===== config.mk =====
export PLATFORM = sky130hd
export DESIGN_NAME = note_sequencer
export DESIGN_NICKNAME = d
export VERILOG_FILES = /design/src/rtl/note_sequencer.sv
export SDC_FILE = /design/constraint.sdc
export NUM_CORES = 1
export LEC_CHECK = 0
export ABC_AREA = 1
export CORE_AREA = 2 2 119 179
export DETAILED_ROUTE_END_ITERATION = 6
export DIE_AREA = 0 0 121 181
export HOLD_SLACK_MARGIN = 0.02
export PLACE_DENSITY_LB_ADDON = 0.08
export SETUP_SLACK_MARGIN = 0.02
export SYNTH_ARGS = -nofsm -noshare
export SYNTH_HDL_FRONTEND = slang
export SYNTH_SLANG_ARGS = --single-unit
export TNS_END_PERCENT = 30

===== constraint.sdc =====
create_clock -name clk -period 3.4 [get_ports clk]
set_clock_uncertainty 0.15 [all_clocks]
set_input_delay 0.51 -clock clk [delete_from_list [all_inputs] [get_ports clk]]
set_output_delay 0.51 -clock clk [all_outputs]
set_load 0.03 [all_outputs]

===== src/rtl/note_sequencer.sv =====
// Pattern step sequencer between the SPI register block and osc/adsr.
// SEQ_LOOP_EN: loop the pattern while run is high (else one-shot).
module note_sequencer #(
  parameter  int STEPS  = 8,
  parameter  int TICK_W = 16,
  localparam int AW     = $clog2(STEPS)
) (
  input  logic              clk,
  input  logic              arstn,
  input  logic              wr_en,
  input  logic [AW-1:0]     wr_addr,
  input  logic [12:0]       wr_data,
  input  logic [AW-1:0]     seq_len,
  input  logic [TICK_W-1:0] tempo_div,
  input  logic [TICK_W-1:0] gate_len,
  input  logic              run,
  input  logic [11:0]       spi_osc_count,
  input  logic              spi_trig,
  output logic [11:0]       osc_count,
  output logic              trig,
  output logic [AW-1:0]     step,
  output logic              busy
);

  typedef enum logic [1:0] {
    IDLE     = 2'd0,
    GATE_ON  = 2'd1,
    GATE_OFF = 2'd2
  } state_e;

  state_e            state_q, state_d;
  logic [AW-1:0]     step_q, step_d;
  logic [TICK_W-1:0] tick_q, tick_d;
  logic [11:0]       hold_q, hold_d;
  logic              rest_q, rest_d;
  logic              done_q, done_d;
  logic [12:0]       mem_q [STEPS];
  logic [12:0]       mem_d [STEPS];

  logic [TICK_W-1:0] t_eff, t_m1, g_eff, g_m1;
  logic              last, over, load;
  logic [AW-1:0]     nxt_step, ld_idx;
  logic [12:0]       entry;

  // Effective step period and gate length; gate always leaves one low cycle
  always_comb begin
    t_eff = (tempo_div < TICK_W'(2)) ? TICK_W'(2) : tempo_div;
    t_m1  = t_eff - TICK_W'(1);
    if (gate_len == '0)
      g_eff = TICK_W'(1);
    else if (gate_len > t_m1)
      g_eff = t_m1;
    else
      g_eff = gate_len;
    g_m1     = g_eff - TICK_W'(1);
    last     = (step_q == seq_len);
    over     = (step_q > seq_len);
    nxt_step = (last || over) ? '0 : step_q + AW'(1);
  end

  // Next-state logic: pattern writes, tick/step counting, entry loading
  always_comb begin
    state_d = state_q;
    step_d  = step_q;
    tick_d  = tick_q;
    hold_d  = hold_q;
    rest_d  = rest_q;
    done_d  = done_q;
    load    = 1'b0;
    ld_idx  = '0;
    entry   = '0;
    mem_d   = mem_q;
    if (wr_en)
      mem_d[wr_addr] = wr_data;
    if (!run) begin
      state_d = IDLE;
      step_d  = '0;
      tick_d  = '0;
      done_d  = 1'b0;
    end else begin
      unique case (state_q)
        IDLE: begin
          if (!done_q) begin
            state_d = GATE_ON;
            step_d  = '0;
            tick_d  = '0;
            load    = 1'b1;
            ld_idx  = '0;
          end
        end
        GATE_ON, GATE_OFF: begin
          if (tick_q >= t_m1) begin
            tick_d = '0;
`ifndef SEQ_LOOP_EN
            if (last) begin
              state_d = IDLE;
              step_d  = '0;
              done_d  = 1'b1;
            end else begin
`else
            begin
`endif
              state_d = GATE_ON;
              step_d  = nxt_step;
              load    = 1'b1;
              ld_idx  = nxt_step;
            end
          end else begin
            tick_d = tick_q + TICK_W'(1);
            if (state_q == GATE_ON && tick_q >= g_m1)
              state_d = GATE_OFF;
          end
        end
        default: state_d = IDLE;
      endcase
    end
    if (load) begin
      entry  = mem_q[ld_idx];
      rest_d = entry[12];
      if (!entry[12])
        hold_d = entry[11:0];
    end
  end

  // State, counters, hold register and pattern storage
  always_ff @(posedge clk or negedge arstn) begin
    if (!arstn) begin
      state_q <= IDLE;
      step_q  <= '0;
      tick_q  <= '0;
      hold_q  <= '0;
      rest_q  <= 1'b1;
      done_q  <= 1'b0;
      for (int i = 0; i < STEPS; i++)
        mem_q[i] <= 13'h1000;
    end else begin
      state_q <= state_d;
      step_q  <= step_d;
      tick_q  <= tick_d;
      hold_q  <= hold_d;
      rest_q  <= rest_d;
      done_q  <= done_d;
      mem_q   <= mem_d;
    end
  end

  // Output mux: sequencer values while busy, SPI passthrough otherwise
  always_comb begin
    busy      = (state_q != IDLE);
    step      = step_q;
    osc_count = busy ? hold_q : spi_osc_count;
    trig      = busy ? (state_q == GATE_ON && !rest_q) : spi_trig;
  end

endmodule

==> results.yml, run 1 <==
outcome:
  status: "finished, violations left"
  violations: "setup timing"
sta:
  hold_viol: 0
  rsz0062_at_grt: "yes"
  setup_ws_ns: -1.51
  period_minus_slack_ns: 4.91
  fin_crit_sh_pct: 145
  report.final.slew_viol_count: 0
  worstMarginPinSlew_ns: 0.906
  fmax_mhz: 204
  finalSetupTns_ns: -11.53
  hold_ws_ns: 0.326
  setup_viol: 34
  slew_headroom_pct: 39.5
routing:
  first_iter_violations: 386
  wl_met2_um: 15600
  wl_met3_um: 549
  wl_um: 26900
  ant_nets: 0
  drcViolationCount: 0
  met1Wirelength_um: 9320
  routedWlPerCell_um: 15.6
  top_layer: "met4"
  dr.pass1.iters: 5
  viasPerCell: 5.00
  via_count: 8616
pwr:
  p_total_mw: 6.00
  p_per_area_nw_per_um2: 490
  ir_worst_vdd_uv: 353
  p_leak_nw: 6.30
yosys:
  yosysMostFrequentCell: "nand2_1"
  synth_edf_count: 0
  synth_fa_ha_area_share_pct: 7.65
  synth_fp_nets: 1341
  ys_seq_elements: 139
  synth_simple_gate_area_share_pct: 28.8
  synth_xor_area_share_pct: 3.20
  synth_flop_cell: "dfrtp_1"
  ys_types: 45
  postSynthCellCount: 1218
  synth_compound_area_share_pct: 12.7
  synth_seq_area_share_pct: 38.8
  synth_top_area_share_pct: 36.1
  synth_top_cell_by_area: "dfrtp_1"
  netlist_top_cells_count: "nand2_1 (405), inv_1 (147), dfrtp_1 (130)"
  synth.area.mux_share_pct: 0
  synth_area_leaders: "dfrtp_1 (36%), nand2_1 (17%), ha_1 (7.6%)"
  syn_area_um2: 9000
  async_reset_ff_share_pct: 100
  synth_area_per_cell_um2: 7.39
  synth_top_family_by_area: "simple AND/OR/NAND/NOR gates"
  yosys_warnings: 0
worst_hold_path:
  min_path_type: "flop to flop"
  hold_start: "hold_q[8]"
grt:
  grt_remaining_overflow: 0
  gr-usage-all-layers_pct: 25.5
  grt_max_degree: 79
  grt_pass1_vias: 8813
  antenna_found_initial: 0
  grt_pass1_wl_um: 43100
critical_path:
  start_kind: "input port"
  cp_data_arrival_time_ns: 5.11
  crit_start: "tempo_div[10]"
  path_class: "input port to flop"
  worstReg2RegStart: "step[0]"
  path_buf_inv: 3
  cp_max_fo: 7
  setup.worst_path.end_class: "flop"
  cp_top_family: "simple AND/OR/NAND/NOR gates"
  max_stage_delay_ns: 0.30
  crit_path_top_delay_cell: "ha_1"
  required_ns: 3.60
die:
  start_util_pct: 44.4
  fp.dieW_um: 121
  num_rows: 64
  core_um2: 20300
  io_pins: 85
  die_area_um2: 21900
  die_y_um: 181
clocking:
  clock_latency_ns: 0.42
  h-tree-depth: 4
  clk_path_buf_depth: 2
  tritoncts: "done"
  cts-root-buf: "clkbuf_16"
  cts.sinks: 139
  clk_pin_slew_worst_paths_ns: 0.06
  cts_made_buffers: 17
final_layout:
  syn_to_final_growth_pct: 35.9
  final_cell_area_um2: 12200
  post-route-util_pct: 60.4
  nets: 1569
  drive_gt1_share_pct: 22.6
  antennaDiodeCount: 0
placement:
  routabilityCongestion: 0.867
  io_buffer_count: 84
  place_area_um2: 11300
  dp_hpwl_um: 20400
job:
  cap_violations: 0
==> metal layers <==
metal,vias up,GRT usage [%]
met5,-,0
met4,0,13.8
met1,4015,24.1
li1,4381,-
met2,153,51.7
met3,67,2.65
==> path summary, 6_finish.rpt <==
path,to,cells past startpoint,slack (ns)
worst max-delay path,state_q[0],38,-1.51
worst min-delay path,hold_q[8],2,0.33
worst max register to register,hold_q[1],16,0.10
worst min register to register,hold_q[8],2,0.33
max in group asynchronous,mem_q[64],3,1.81
min in group asynchronous,mem_q[19],2,0.53
==> cells in the final DEF (no fill, tap or decap), types with 8 or more instances in the layout <==
master           count
inv_2                8
o211ai_1            36
buf_4              149
nand3_2             14
dfrtp_1            130
clkbuf_16           17
xor2_1              19
nand3_1             53
nand2_4              8
nor2_2              10
xnor2_1             12
clkdlybuf4s50_1     67
nor2_1              40
ha_1                53
buf_6               14
inv_1              143
buf_2               11
a21oi_1             19
nor2_4              17
nand2_2             24
nand2_1            387
nand4_1             12
o21ai_0            121
dfstp_2              9
nor3_1               9
==> worst register-to-register path, stage by stage (launching register included) <==
cell,delay [ns]
dfrtp_1,0.44
inv_1,0.12
ha_1,0.29
nand3_1,0.11
inv_1,0.06
a2111oi_0,0.39
nand3_1,0.22
nor2_1,0.40
nand2_8,0.16
buf_4,0.19
nand2_1,0.05
nand3_1,0.08
nand3_2,0.13
nand3_4,0.12
buf_6,0.16
nand2_1,0.05
nand2_1,0.06
==> report_power, final <==
| group | internal (mW) | leakage (nW) | total (mW) | switching (mW) |
|---|---|---|---|---|
| sequential | 1.98 | 1.76 | 2.15 | 0.162 |
| combinational | 0.854 | 4.26 | 2.00 | 1.15 |
| clock | 1.13 | 0.284 | 1.85 | 0.727 |
| total | 3.96 | 6.30 | 6.00 | 2.03 |
==> state kept, by name, summed over array words and instances, names as in the netlist <==
| name | cells |
|---|---|
| step | 3 |
| mem_q | 104 |
| hold_q | 12 |
| rest_q | 1 |
| state_q | 2 |
| tick_q | 16 |
| done_q | 1 |
==> final cells by class <==
cell class | instances | area, um2
well taps | 264 | 330
clock inverters | 12 | 136
multi-input cells | 882 | 5030
inverters | 153 | 579
repair buffers | 253 | 2210
clock buffers | 20 | 457
fillers | 1921 | 8020
flip-flops and latches | 139 | 3490
==> cell families (layout without fill, tap and decap cells) <==
group,Yosys count,count (layout)
AOI/OAI and AO/OA,202,202
xor gates and xnor gates,32,32
adders and majority gates,55,55
buffers and inverters,197,438
DFF,139,139
and+or+nand+nor,593,593
==> what timing repair did <==
action                     4_1_cts  5_1_grt
hold endpoints to repair        14        0
pin swaps                       45       29
setup endpoints to repair       35       35
buffers inserted                17        2
gates cloned                     2        0
hold buffers                     1        0
resized for setup              120       22
==> stage by stage <==
step                      setup WS, ns  std cells
after floorplan                  -1.47       1218
after CTS                        -1.55       1721
after global routing             -1.79       1723
after detailed placement         -2.65       1670
after global placement           -2.61       1670
final                            -1.51       1723
No activity file was read; power rests on OpenSTA's default activity.
==> inputs of run 2 (changes only) <==
clock period = 5.9 ns   (was 3.4 ns; I/O delays follow)
==> run 2 against run 1 <==
Compared with the run above:
- sequential share of layout area increased by 2.0 points
- critical endpoint unchanged
- the flow now finishes without violations
- non-clock buffer count decreased by 69
- first-iteration DRC count increased by 23%
- largest power group unchanged
- power decreased by 45%
- register-to-register slack improved by 2.0 ns
==> results.yml, run 2 (same netlist as run 1, synthesis figures left out) <==
grt:
  use_met2_pct: 46.3
  grt_remaining_overflow: 0
  grt.busiest_layer: "met2"
  grt_pass1_wl_um: 41300
  met3_usage_pct: 3.35
  antenna_found_initial: 0
  grt_max_degree: 99
  gr-usage-all-layers_pct: 24.3
  grt_util_met1_pct: 24.2
  grt_pass1_vias: 8467
sta:
  setup_viol: 0
  fmax_mhz: 182
  worstMarginPinSlew_ns: 1.04
  finalSetupTns_ns: 0
  rsz0062_at_grt: "no"
  fin_crit_sh_pct: 93.1
  report.final.slew_viol_count: 0
  slew_headroom_pct: 30.4
  hold_viol: 0
  period_minus_slack_ns: 5.49
clocking:
  cts-root-buf: "clkbuf_16"
  cts_made_buffers: 17
  tritoncts: "done"
  clk_path_buf_depth: 2
  clk_pin_slew_worst_paths_ns: 0.06
  clock_latency_ns: 0.42
  cts.sinks: 139
  h-tree-depth: 4
  cts_hold_buf: 0
routing:
  ant_nets: 0
  drcViolationCount: 0
  first_iter_violations: 476
  viasPerCell: 5.07
  via_count: 8378
  routedWlPerCell_um: 15.5
  dr.pass1.iters: 5
  wl_um: 25600
final_layout:
  final_cell_mix: "nand2_1 (400), inv_1 (146), dfrtp_1 (130)"
  post-route-util_pct: 56.5
  largest_register_ffs: 104
  drive_gt1_share_pct: 15.5
  nets: 1500
  final_common_cell: "nand2_1"
  reg_top3: "mem_q: 104 flops, tick_q: 16 flops, hold_q: 12 flops"
  largest_register: "mem_q"
  antennaDiodeCount: 0
  syn_to_final_growth_pct: 27.1
critical_path:
  max_stage_delay_ns: 0.30
  required_ns: 6.10
  cp_data_arrival_time_ns: 5.69
  start_kind: "input port"
  setup.worst_path.end_class: "flop"
  path_class: "input port to flop"
  crit_path_top_delay_cell: "ha_1"
  cp_max_fo: 4
  crit_top_cell: "nand2_1"
die:
  start_util_pct: 44.4
  fp.dieW_um: 121
  num_rows: 64
  die_area_um2: 21900
  core_um2: 20300
  io_pins: 85
  die_y_um: 181
worst_hold_path:
  min_path_type: "flop to flop"
outcome:
  status: "complete, no violations"
placement:
  routabilityCongestion: 0.904
  io_buffer_count: 84
  dp_hpwl_um: 19000
job:
  cap_violations: 0
pwr:
  p_per_area_nw_per_um2: 289
  ir_worst_vdd_uv: 325
  p_leak_nw: 5.97
[run 2: cell types whose count changed in the layout (fill, tap and decap cells not counted), moves of 5 or more]
cell,delta
nand3_1,+5
nor2_4,-8
nand2_1,+13
buf_6,-13
nand2_2,-5
nor2_1,+5
nand2_4,-7
buf_12,-6
buf_2,-11
dlymetal6s2s_1,+15
buf_4,-50
[run 2: critical path: cells and delay by family]
kind / cells / cell delay (ns)
and+or+nand+nor: 22 / 2.26
adders and majority gates: 4 / 0.96
AOI/OAI and AO/OA: 7 / 0.87
xor gates and xnor gates: 2 / 0.38
buffers and inverters: 2 / 0.30
[run 2: path summary, 6_finish.rpt]
check | from | slack (ns) | cells after the start | endpoint
setup / recovery | tempo_div[8] | 0.41 | 37 | state_q[0]
hold / removal | hold_q[7] | 0.32 | 2 | hold_q[7]
setup reg to reg | state_q[1] | 2.10 | 16 | tick_q[15]
hold reg to reg | hold_q[7] | 0.32 | 2 | hold_q[7]
max in group asynchronous | arstn | 4.14 | 2 | tick_q[5]
min in group asynchronous | arstn | 0.39 | 1 | mem_q[10]
[run 2: metrics by stage]
| step | std cells | hold slack [ns] | worst slack, ns | power (mW) | instance area [um2] |
|---|---|---|---|---|---|
| floorplan | 1218 | 0.299 | 0.261 | 1.87 | 9000 |
| global placement | 1619 | 0.316 | -0.509 | 2.27 | 10700 |
| detailed placement | 1619 | 0.316 | -0.638 | 2.28 | 10700 |
| CTS | 1651 | 0.332 | 0.0492 | 3.34 | 11300 |
| global route | 1654 | 0.344 | 0.0310 | 3.53 | 11400 |
| finish | 1654 | 0.324 | 0.406 | 3.31 | 11400 |
[run 2: what timing repair did]
| action | 4_1_cts | 5_1_grt |
|---|---|---|
| pin swaps | 1 | 25 |
| resized for setup | 4 | 43 |
| setup endpoints to repair | 2 | 2 |
| setup buffers | 0 | 3 |
[run 2: cell type report]
class                           count  area (um2)
Multi-Input combinational cell    882        4820
Timing Repair Buffer              184        1640
Inverter                          153         577
Tap cell                          264         330
Clock inverter                      9        86.3
Fill cell                        1956        8820
Clock buffer                       23         498
Sequential cell                   139        3490
[run 2: layer usage]
metal,vias to the layer above,routed length [um]
met1,3925,9400
met2,145,14100
met5,-,0
met3,69,654
met4,0,1480
li1,4239,-
[run 2: power breakdown]
part	internal, mW	switching [mW]
clock network	0.636	0.404
logic	0.417	0.618
registers	1.14	0.0911
